==> src/rtl/sd_avg_scale.sv <==
// sd_avg_scale
//   Combinational output scaler for sd_avg_decim. Takes the full-width window
//   sum and reduces it to the output width by dropping SHIFT = ACC_W-WIDTH_OUT
//   low bits.
//
//   Optional feature macro: SD_AVG_DECIM_ROUND_EN
//     undefined : arithmetic shift right (truncate toward minus infinity).
//     defined   : round half up before the shift. A positive overflow of the
//                 rounded value is clipped to the largest output code.
//   When SHIFT == 0 the sum passes through unchanged in either build.
//
// Parameters
//   ACC_W     : width of the signed sum
//   WIDTH_OUT : width of the signed scaled result
// Ports
//   sum    (in)  : signed window sum, ACC_W bits
//   scaled (out) : signed scaled result, WIDTH_OUT bits
module sd_avg_scale #(
    parameter int ACC_W     = 8,
    parameter int WIDTH_OUT = 8
) (
    input  logic signed [ACC_W-1:0]     sum,
    output logic        [WIDTH_OUT-1:0] scaled
);

    localparam int SHIFT = ACC_W - WIDTH_OUT;

    // The output cannot be wider than the sum it is derived from.
    if (SHIFT < 0) begin : g_bad_width
        $error("sd_avg_scale: WIDTH_OUT must not exceed ACC_W");
    end

`ifdef SD_AVG_DECIM_ROUND_EN
    if (SHIFT > 0) begin : g_round
        // One extra headroom bit so that adding the half-LSB cannot wrap.
        localparam logic signed [ACC_W:0] HALF =
            $signed({{ACC_W{1'b0}}, 1'b1} << (SHIFT - 1));
        localparam logic signed [ACC_W:0] MAX_POS =
            $signed({{(ACC_W - WIDTH_OUT + 2){1'b0}}, {(WIDTH_OUT - 1){1'b1}}});
        localparam logic [WIDTH_OUT-1:0] MAX_OUT = {1'b0, {(WIDTH_OUT - 1){1'b1}}};

        logic signed [ACC_W:0] rounded;

        assign rounded = ($signed({sum[ACC_W-1], sum}) + HALF) >>> SHIFT;

        // Rounding only ever moves the value upward, so only the positive
        // side needs clipping.
        assign scaled = (rounded > MAX_POS) ? MAX_OUT : WIDTH_OUT'(rounded);
    end else begin : g_pass
        assign scaled = WIDTH_OUT'(sum);
    end
`else
    assign scaled = WIDTH_OUT'(sum >>> SHIFT);
`endif

endmodule

==> src/rtl/sd_avg_decim.sv <==
// sd_avg_decim
//   Receiving end of a narrow noise-shaped sample stream. Sums N = 2^LOG2_N
//   accepted input samples and emits one reconstructed, wider sample per
//   window together with a single-cycle strobe. The sum is reduced to the
//   output width by sd_avg_scale.
//
//   Optional feature macro: SD_AVG_DECIM_ROUND_EN (round-half-up with positive
//   clip in the scaler instead of plain truncation).
//
// Parameters
//   WIDTH_IN  : width of the signed narrow input samples
//   WIDTH_OUT : width of the signed reconstructed output
//   LOG2_N    : log2 of the window length N, 1..8
// Ports
//   clk        (in)  : clock, everything on the rising edge
//   reset      (in)  : synchronous active-high reset, overrides everything
//   clear      (in)  : synchronous restart of the window, out holds
//   in         (in)  : signed narrow sample
//   strobe_in  (in)  : in is valid this cycle
//   out        (out) : signed decimated sample, holds between strobes
//   strobe_out (out) : single-cycle pulse, out is new this cycle
module sd_avg_decim #(
    parameter int WIDTH_IN  = 5,
    parameter int WIDTH_OUT = 8,
    parameter int LOG2_N    = 3
) (
    input  logic                        clk,
    input  logic                        reset,
    input  logic                        clear,
    input  logic signed [WIDTH_IN-1:0]  in,
    input  logic                        strobe_in,
    output logic signed [WIDTH_OUT-1:0] out,
    output logic                        strobe_out
);

    // The window sum of N samples needs LOG2_N growth bits, which is also
    // why the accumulator can never overflow and carries no wrap handling.
    localparam int ACC_W = WIDTH_IN + LOG2_N;
    localparam int SHIFT = ACC_W - WIDTH_OUT;

    if (SHIFT < 0) begin : g_bad_shift
        $error("sd_avg_decim: WIDTH_OUT must not exceed WIDTH_IN+LOG2_N");
    end
    if (LOG2_N < 1 || LOG2_N > 8) begin : g_bad_log2n
        $error("sd_avg_decim: LOG2_N must be within 1..8");
    end

    logic        [LOG2_N-1:0]    phase;
    logic signed [ACC_W-1:0]     acc;
    logic signed [ACC_W-1:0]     in_ext;
    logic signed [ACC_W-1:0]     sum;
    logic        [WIDTH_OUT-1:0] scaled;

    assign in_ext = {{LOG2_N{in[WIDTH_IN-1]}}, in};
    assign sum    = acc + in_ext;

    sd_avg_scale #(
        .ACC_W    (ACC_W),
        .WIDTH_OUT(WIDTH_OUT)
    ) u_scale (
        .sum   (sum),
        .scaled(scaled)
    );

    // Window accumulation. The last sample of a window is never stored in
    // acc: it is folded into sum combinationally and the scaled result goes
    // straight to out, so the accumulator restarts at zero on the same edge.
    // All-ones phase marks the last slot (N-1).
    always_ff @(posedge clk) begin
        if (reset) begin
            acc        <= '0;
            phase      <= '0;
            out        <= '0;
            strobe_out <= 1'b0;
        end else if (clear) begin
            acc        <= '0;
            phase      <= '0;
            strobe_out <= 1'b0;
        end else if (strobe_in) begin
            if (&phase) begin
                out        <= scaled;
                strobe_out <= 1'b1;
                acc        <= '0;
                phase      <= '0;
            end else begin
                acc        <= sum;
                phase      <= phase + LOG2_N'(1);
                strobe_out <= 1'b0;
            end
        end else begin
            strobe_out <= 1'b0;
        end
    end

endmodule

==> config.mk <==
export PLATFORM = sky130hd
export DESIGN_NAME = sd_avg_decim
export DESIGN_NICKNAME = d
export VERILOG_FILES = /design/src/rtl/sd_avg_scale.sv /design/src/rtl/sd_avg_decim.sv
export SDC_FILE = /design/constraint.sdc
export NUM_CORES = 1
export LEC_CHECK = 0
export CORE_ASPECT_RATIO = 2
export CORE_UTILIZATION = 35
export DETAILED_ROUTE_END_ITERATION = 8
export HOLD_SLACK_MARGIN = 0.1
export PLACE_DENSITY = 0.63
export SYNTH_ARGS = -nofsm -noshare
export SYNTH_HDL_FRONTEND = slang
export SYNTH_HIERARCHICAL = 1
export SYNTH_SLANG_ARGS = --single-unit
==> constraint.sdc <==
create_clock -name clk -period 3 [get_ports clk]
set_clock_uncertainty 0.15 [all_clocks]
set_input_delay 0.9 -clock clk [delete_from_list [all_inputs] [get_ports clk]]
set_output_delay 0.9 -clock clk [all_outputs]
set_load 0.05 [all_outputs]
==> impl_metrics.toml, run 1 <==
[routing]
drt_iter0_markers = 24
drt_pass1_iterations = 6
final_antenna_net_count = 0
wire_per_inst_um = 13.86
route.detailed.drc = 2
wirelength_um = 2758
vias_per_cell = 5.472
vias = 1089

[grt]
grt_pass1_wl_um = 4478
grt_start_max_net_pins = 13
overflow = 0
track_usage = 0.1555
antenna_found_initial = 0
grt_pass1_vias = 1084

[sta]
fin_crit_ns = 2.872
min_period_over_period = 0.9573
grt_setup_unrepaired = "no"
worst_pin_slew_ns = 0.4955
setup_violations = 0
hold_viol_final = 0
finalMaxSlewViolations = 0
fmax_mhz = 348.2
slew-limit-headroom = 0.6687

[critical_path]
crit_type = "in2reg"
setup.worst_path.start = "in[0]"
cp-endpoint = "out[6]"
path_cells = "clkdlybuf4s50_1 > ha_1 > inv_1 > fa_1 > nor2b_4 > o31a_1 > or4_4 > nand3_2 > nand2_1 > a21oi_1"
worstReg2RegStart = "acc[0]"
cp-start-kind = "input pin"
cp_slowest_cell = "or4_4"
reg2reg_to = "out[6]"
worstPathMaxFanout = 3
worst_ep_arrival_time_ns = 2.91
endpoint_kind = "flop"
critical-path-max-stage-delay_ns = 0.43
worstRegToRegCells = 9
crit_required_ns = 3.04
rrSetupSlack_ns = 0.89

[final_layout]
finish.utilization = 0.4464
n_fill_cell = 333
diodes = 0
syn_to_final_growth_pct = 22.13
finalNetCount = 187
drive_gt1_frac = 0.1138

[power]
power.density_nw_per_um2 = 394.0
pwr-share-clk = 0.347
switching_share = 0.2482
seq_power_share = 0.468
combPwrFrac = 0.185
finalPower_w = 0.0005877
p_sw_w = 0.0001458
cellLeakagePower_nw = 0.5944
ir_drop_mv = 0.1664
p_int_w = 0.0004418

[die]
ios = 18
die_w_um = 43.77
rows = 30
die_area_um2 = 3743
start_util = 0.3655
chipHeight_um = 85.54
coreArea_um2 = 3341

[place]
globalplace.congestion = 0.8668
hpwl_um = 2182
portBuffers = 17

[clock_tree]
cts-resized-gates = 0
ctsRootBufferMaster = "clkbuf_8"
clockBufferDepth = 2
worstSkewPairLatency_ns = 0.25
holdBufCountCts = 0
post_cts_buffers = 0
cts_num_sinks = 20
htreeDepth = 1
cts_tree = "done"
cts_buffers = 3
clk_pin_slew_ns = 0.07

[logic_synthesis]
ys_top_cells_by_area = "dfxtp_1 33%, ha_1 9.2%, a21oi_1 7.0%, nand2_1 6.5%, buf_4 4.9%"
syn_inst = 148
synth_top_area_cell = "dfxtp_1"
synth-main-ff-cell = "dfxtp_1"
ys_types = 36
ys_seq_area_frac = 0.3279
async_flop_share = 0
syn_area_per_cell_um2 = 8.251
ys_warn_count = 6
syn_area_um2 = 1221
synth_edf_count = 0
yosysMostFrequentCell = "nand2_1"
syn_nets = 167
synth_seq_cells = 20
yosys-top-cells-count = "21 x nand2_1, 20 x dfxtp_1, 17 x a21oi_1"
yosysTopAreaCellShare = 0.3279

[outcome]
status = "finished, violations left"
violations = "DRC"

[run]
maxCapViolations = 0

[worst_hold_path]
hp-class = "reg2reg"
worst min-delay path by stage:
stage | from | endpoint | slack [ns] | cells past startpoint
2_1_floorplan | phase[1] | phase[1] | 0.31 | 2
3_3_place_gp | out[5] | out[5] | 0.29 | 2
3_5_place_dp | out[7] | out[7] | 0.30 | 2
4_1_cts | out[7] | out[7] | 0.31 | 2
5_1_grt | out[6] | out[6] | 0.32 | 2
6_report | out[7] | out[7] | 0.30 | 2
worst max-delay path, delay by kind of cell:
family                   cells  cell delay, ns
AO/OA/AOI/OAI                2            0.39
buffers and inverters        2            0.49
AND/OR/NAND/NOR              4            0.63
adder cells (fa/ha/maj)      2            0.50
metrics by stage:
stage	TNS (ns)	worst slack [ns]	cell area (um^2)	hold slack, ns	instances
3_3_place_gp	-0.03543	-0.03543	1436	0.2935	195
3_5_place_dp	-0.2005	-0.1203	1436	0.2969	195
2_1_floorplan	0	0.3545	1221	0.3146	148
6_report	0	0.1282	1491	0.3047	199
4_1_cts	0	0.1362	1491	0.3076	199
5_1_grt	0	0.04895	1491	0.3239	199
flip-flops by register name, summed over array words and instances (netlist names):
name / flops
acc: 8
out: 8
phase: 3
strobe_out: 1
power groups by stage:
stage	clock network (W)	registers, W	logic, W
after global placement	0	0.000281	0.000103
after detailed placement	0	0.000281	0.000107
after floorplan	0	0.000280	0.0000860
after global routing	0.000220	0.000275	0.000119
final	0.000204	0.000275	0.000109
after CTS	0.000211	0.000275	0.000108
cells by family after synthesis:
family,count (synthesis),synth area share
xor+xnor,5,0.03586
mux,4,0.03279
compound gates,31,0.1496
fa+ha+maj,10,0.1086
flops,20,0.3279
simple gates,59,0.2603
buf+inv,19,0.08504
final cells by class:
type	count	area, um^2	area share
Inverter	5	18.77	0.01258
Tap cell	32	40.04	0.02685
Multi-Input combinational cell	109	716.9	0.4807
Clock buffer	4	55.05	0.03691
Timing Repair Buffer	29	260.3	0.1745
Sequential cell	20	400.4	0.2685
layout by cell type, fill, tap and decap left out, types with 2 or more instances in the layout:
cell type	instances
o21ai_0	4
a21o_1	2
buf_4	12
nor4b_1	2
nand2_1	21
o211ai_1	3
nor2b_1	5
clkdlybuf4s50_1	17
a21oi_1	17
nand4b_1	2
inv_1	5
nor2_1	15
xnor2_1	4
dfxtp_1	20
nand3b_1	2
mux2i_1	4
clkbuf_8	4
ha_1	9
nor3_1	2
layer usage:
layer / wire length, um / track usage / up-vias / part of all wire
met5: 0 / 0 / - / 0
met4: 123 / 0.09659 / 0 / 0.045
met3: 95 / 0.01474 / 13 / 0.034
met2: 1489 / 0.2944 / 38 / 0.54
met1: 1050 / 0.1492 / 496 / 0.38
li1: - / - / 542 / -
(Power assumes the default switching activity.)
==> run 2: changes to the inputs <==
clock period = 3.6 ns   (was 3 ns; I/O delays follow)
==> run 2 against run 1 <==
The flow still finishes with violations (DRC); combinational power decreased by 25%; first-iteration DRC count fell by 46%; critical path depth down 1; register-to-register slack improved by 0.63 ns; global-route usage grew 0.39 points; worst hold slack barely moved; final cell count decreased by 4.5%; flip-flop and latch count stayed put; count of clock-buffer cells in the layout stayed put; clock power is 13% lower; die area did not move; utilization decreased by 2.0 points.
==> impl_metrics.toml, run 2 (synthesis gave the netlist of run 1 again) <==
[die]
die_area_um2 = 3743
start_util = 0.3655
die_w_um = 43.77
chipHeight_um = 85.54
ios = 18
coreArea_um2 = 3341
rows = 30

[final_layout]
diodes = 0
drive_gt1_frac = 0.06329
final_common_cell = "nand2_1"
biggestRegsByFlops = "acc (8), out (8), phase (3)"
syn_to_final_growth_pct = 16.60
finalInstanceArea_um2 = 1424
n_fill_cell = 355
finalNetCount = 178
final_cell_mix = "21 x nand2_1, 20 x dfxtp_1, 17 x a21oi_1, 17 x clkdlybuf4s50_1, 15 x nor2_1"

[outcome]
violations = "DRC"
status = "finished, violations left"

[place]
hpwl_um = 2073
globalplace.congestion = 0.7956
placed_area_um2 = 1369
portBuffers = 17
pre_cts_ws_ns = 0.3416

[clock_tree]
htreeDepth = 1
clockBufferDepth = 2
cts-resized-gates = 0
post_cts_buffers = 0
clk_pin_slew_ns = 0.08
cts_buffers = 3
worstSkewPairLatency_ns = 0.26
cts_num_sinks = 20
cts_tree = "done"
ctsRootBufferMaster = "clkbuf_8"
holdBufCountCts = 0

[run]
maxCapViolations = 0

[critical_path]
worstPathMaxFanout = 8
rrSetupSlack_ns = 1.52
worst_ep_arrival_time_ns = 3.06
cp-start-kind = "input pin"
crit_type = "in2reg"
endpoint_kind = "flop"
crit_required_ns = 3.65

[routing]
final_antenna_net_count = 0
wire_per_inst_um = 14.25
wirelength_um = 2707
vias = 1011
vias_per_cell = 5.321
drt_pass1_iterations = 7
drt_iter0_markers = 13
route.detailed.drc = 2

[grt]
antenna_found_initial = 0
overflow = 0
grt_start_max_net_pins = 12
grt_pass1_wl_um = 4416
grt_pass1_vias = 994
track_usage = 0.1593

[power]
combPwrFrac = 0.168
p_int_w = 0.0003622
pwr-share-clk = 0.362
cellLeakagePower_nw = 0.5517
p_sw_w = 0.0001249
switching_share = 0.2564
ir_drop_mv = 0.2281
seq_power_share = 0.470
power.density_nw_per_um2 = 342.1
finalPower_w = 0.0004870

[sta]
grt_setup_unrepaired = "no"
tns_ns = 0
fin_crit_ns = 3.016
slew-limit-headroom = 0.6666
min_period_over_period = 0.8378
worst_pin_slew_ns = 0.4986
setup_ws_ns = 0.5840
hold_viol_final = 0
hold_slack_ns = 0.3047
finalMaxSlewViolations = 0
setup_violations = 0
fmax_mhz = 331.6

[worst_hold_path]
hp-class = "reg2reg"
[run 2: changes by cell type in the layout (fill, tap and decap cells not counted)]
| cell | previous run | this run |
|---|---|---|
| buf_4 | 12 | 3 |
[run 2: critical path: stages]
cell,delay [ns]
clkdlybuf4s50_1,0.66
ha_1,0.32
a21oi_1,0.20
o211ai_1,0.14
nand2_1,0.15
xor2_1,0.19
xnor2_1,0.14
nand2_1,0.07
a21oi_1,0.11
[run 2: area by class of cell]
class | instances | area, um^2 | share of cell area
clock buffer | 4 | 55.05 | 0.03866
multi-input combinational | 109 | 716.9 | 0.5035
sequential | 20 | 400.4 | 0.2812
timing repair buffer | 20 | 192.7 | 0.1353
tap | 32 | 40.04 | 0.02812
inverter | 5 | 18.77 | 0.01318
[run 2: power by group through the flow]
| stage | clock [W] | sequential, W | combinational [W] |
|---|---|---|---|
| after CTS | 0.000184 | 0.000229 | 0.0000812 |
| final | 0.000177 | 0.000229 | 0.0000817 |
| after global routing | 0.000191 | 0.000229 | 0.0000904 |
| after detailed placement | 0 | 0.000234 | 0.0000803 |
| after global placement | 0 | 0.000234 | 0.0000782 |
| after floorplan | 0 | 0.000233 | 0.0000716 |
[run 2: layer usage]
layer	GRT usage	wire, um	vias to the layer above
met5	0	0	-
met4	0.09091	85	0
met3	0.02105	58	7
met2	0.2972	1446	16
met1	0.1575	1116	468
li1	-	-	520
[run 2: final timing paths]
path	from	end	cells past startpoint
max	in[4]	out[7]	9
min	out[7]	out[7]	2
max reg2reg	acc[0]	out[6]	9
min reg2reg	out[7]	out[7]	2
[run 2: per-stage QoR]
stage,cells,utilization
final,190,0.4262
after global routing,190,0.4262
after CTS,190,0.4262
after detailed placement,186,0.4097
after global placement,186,0.4097
after floorplan,148,-
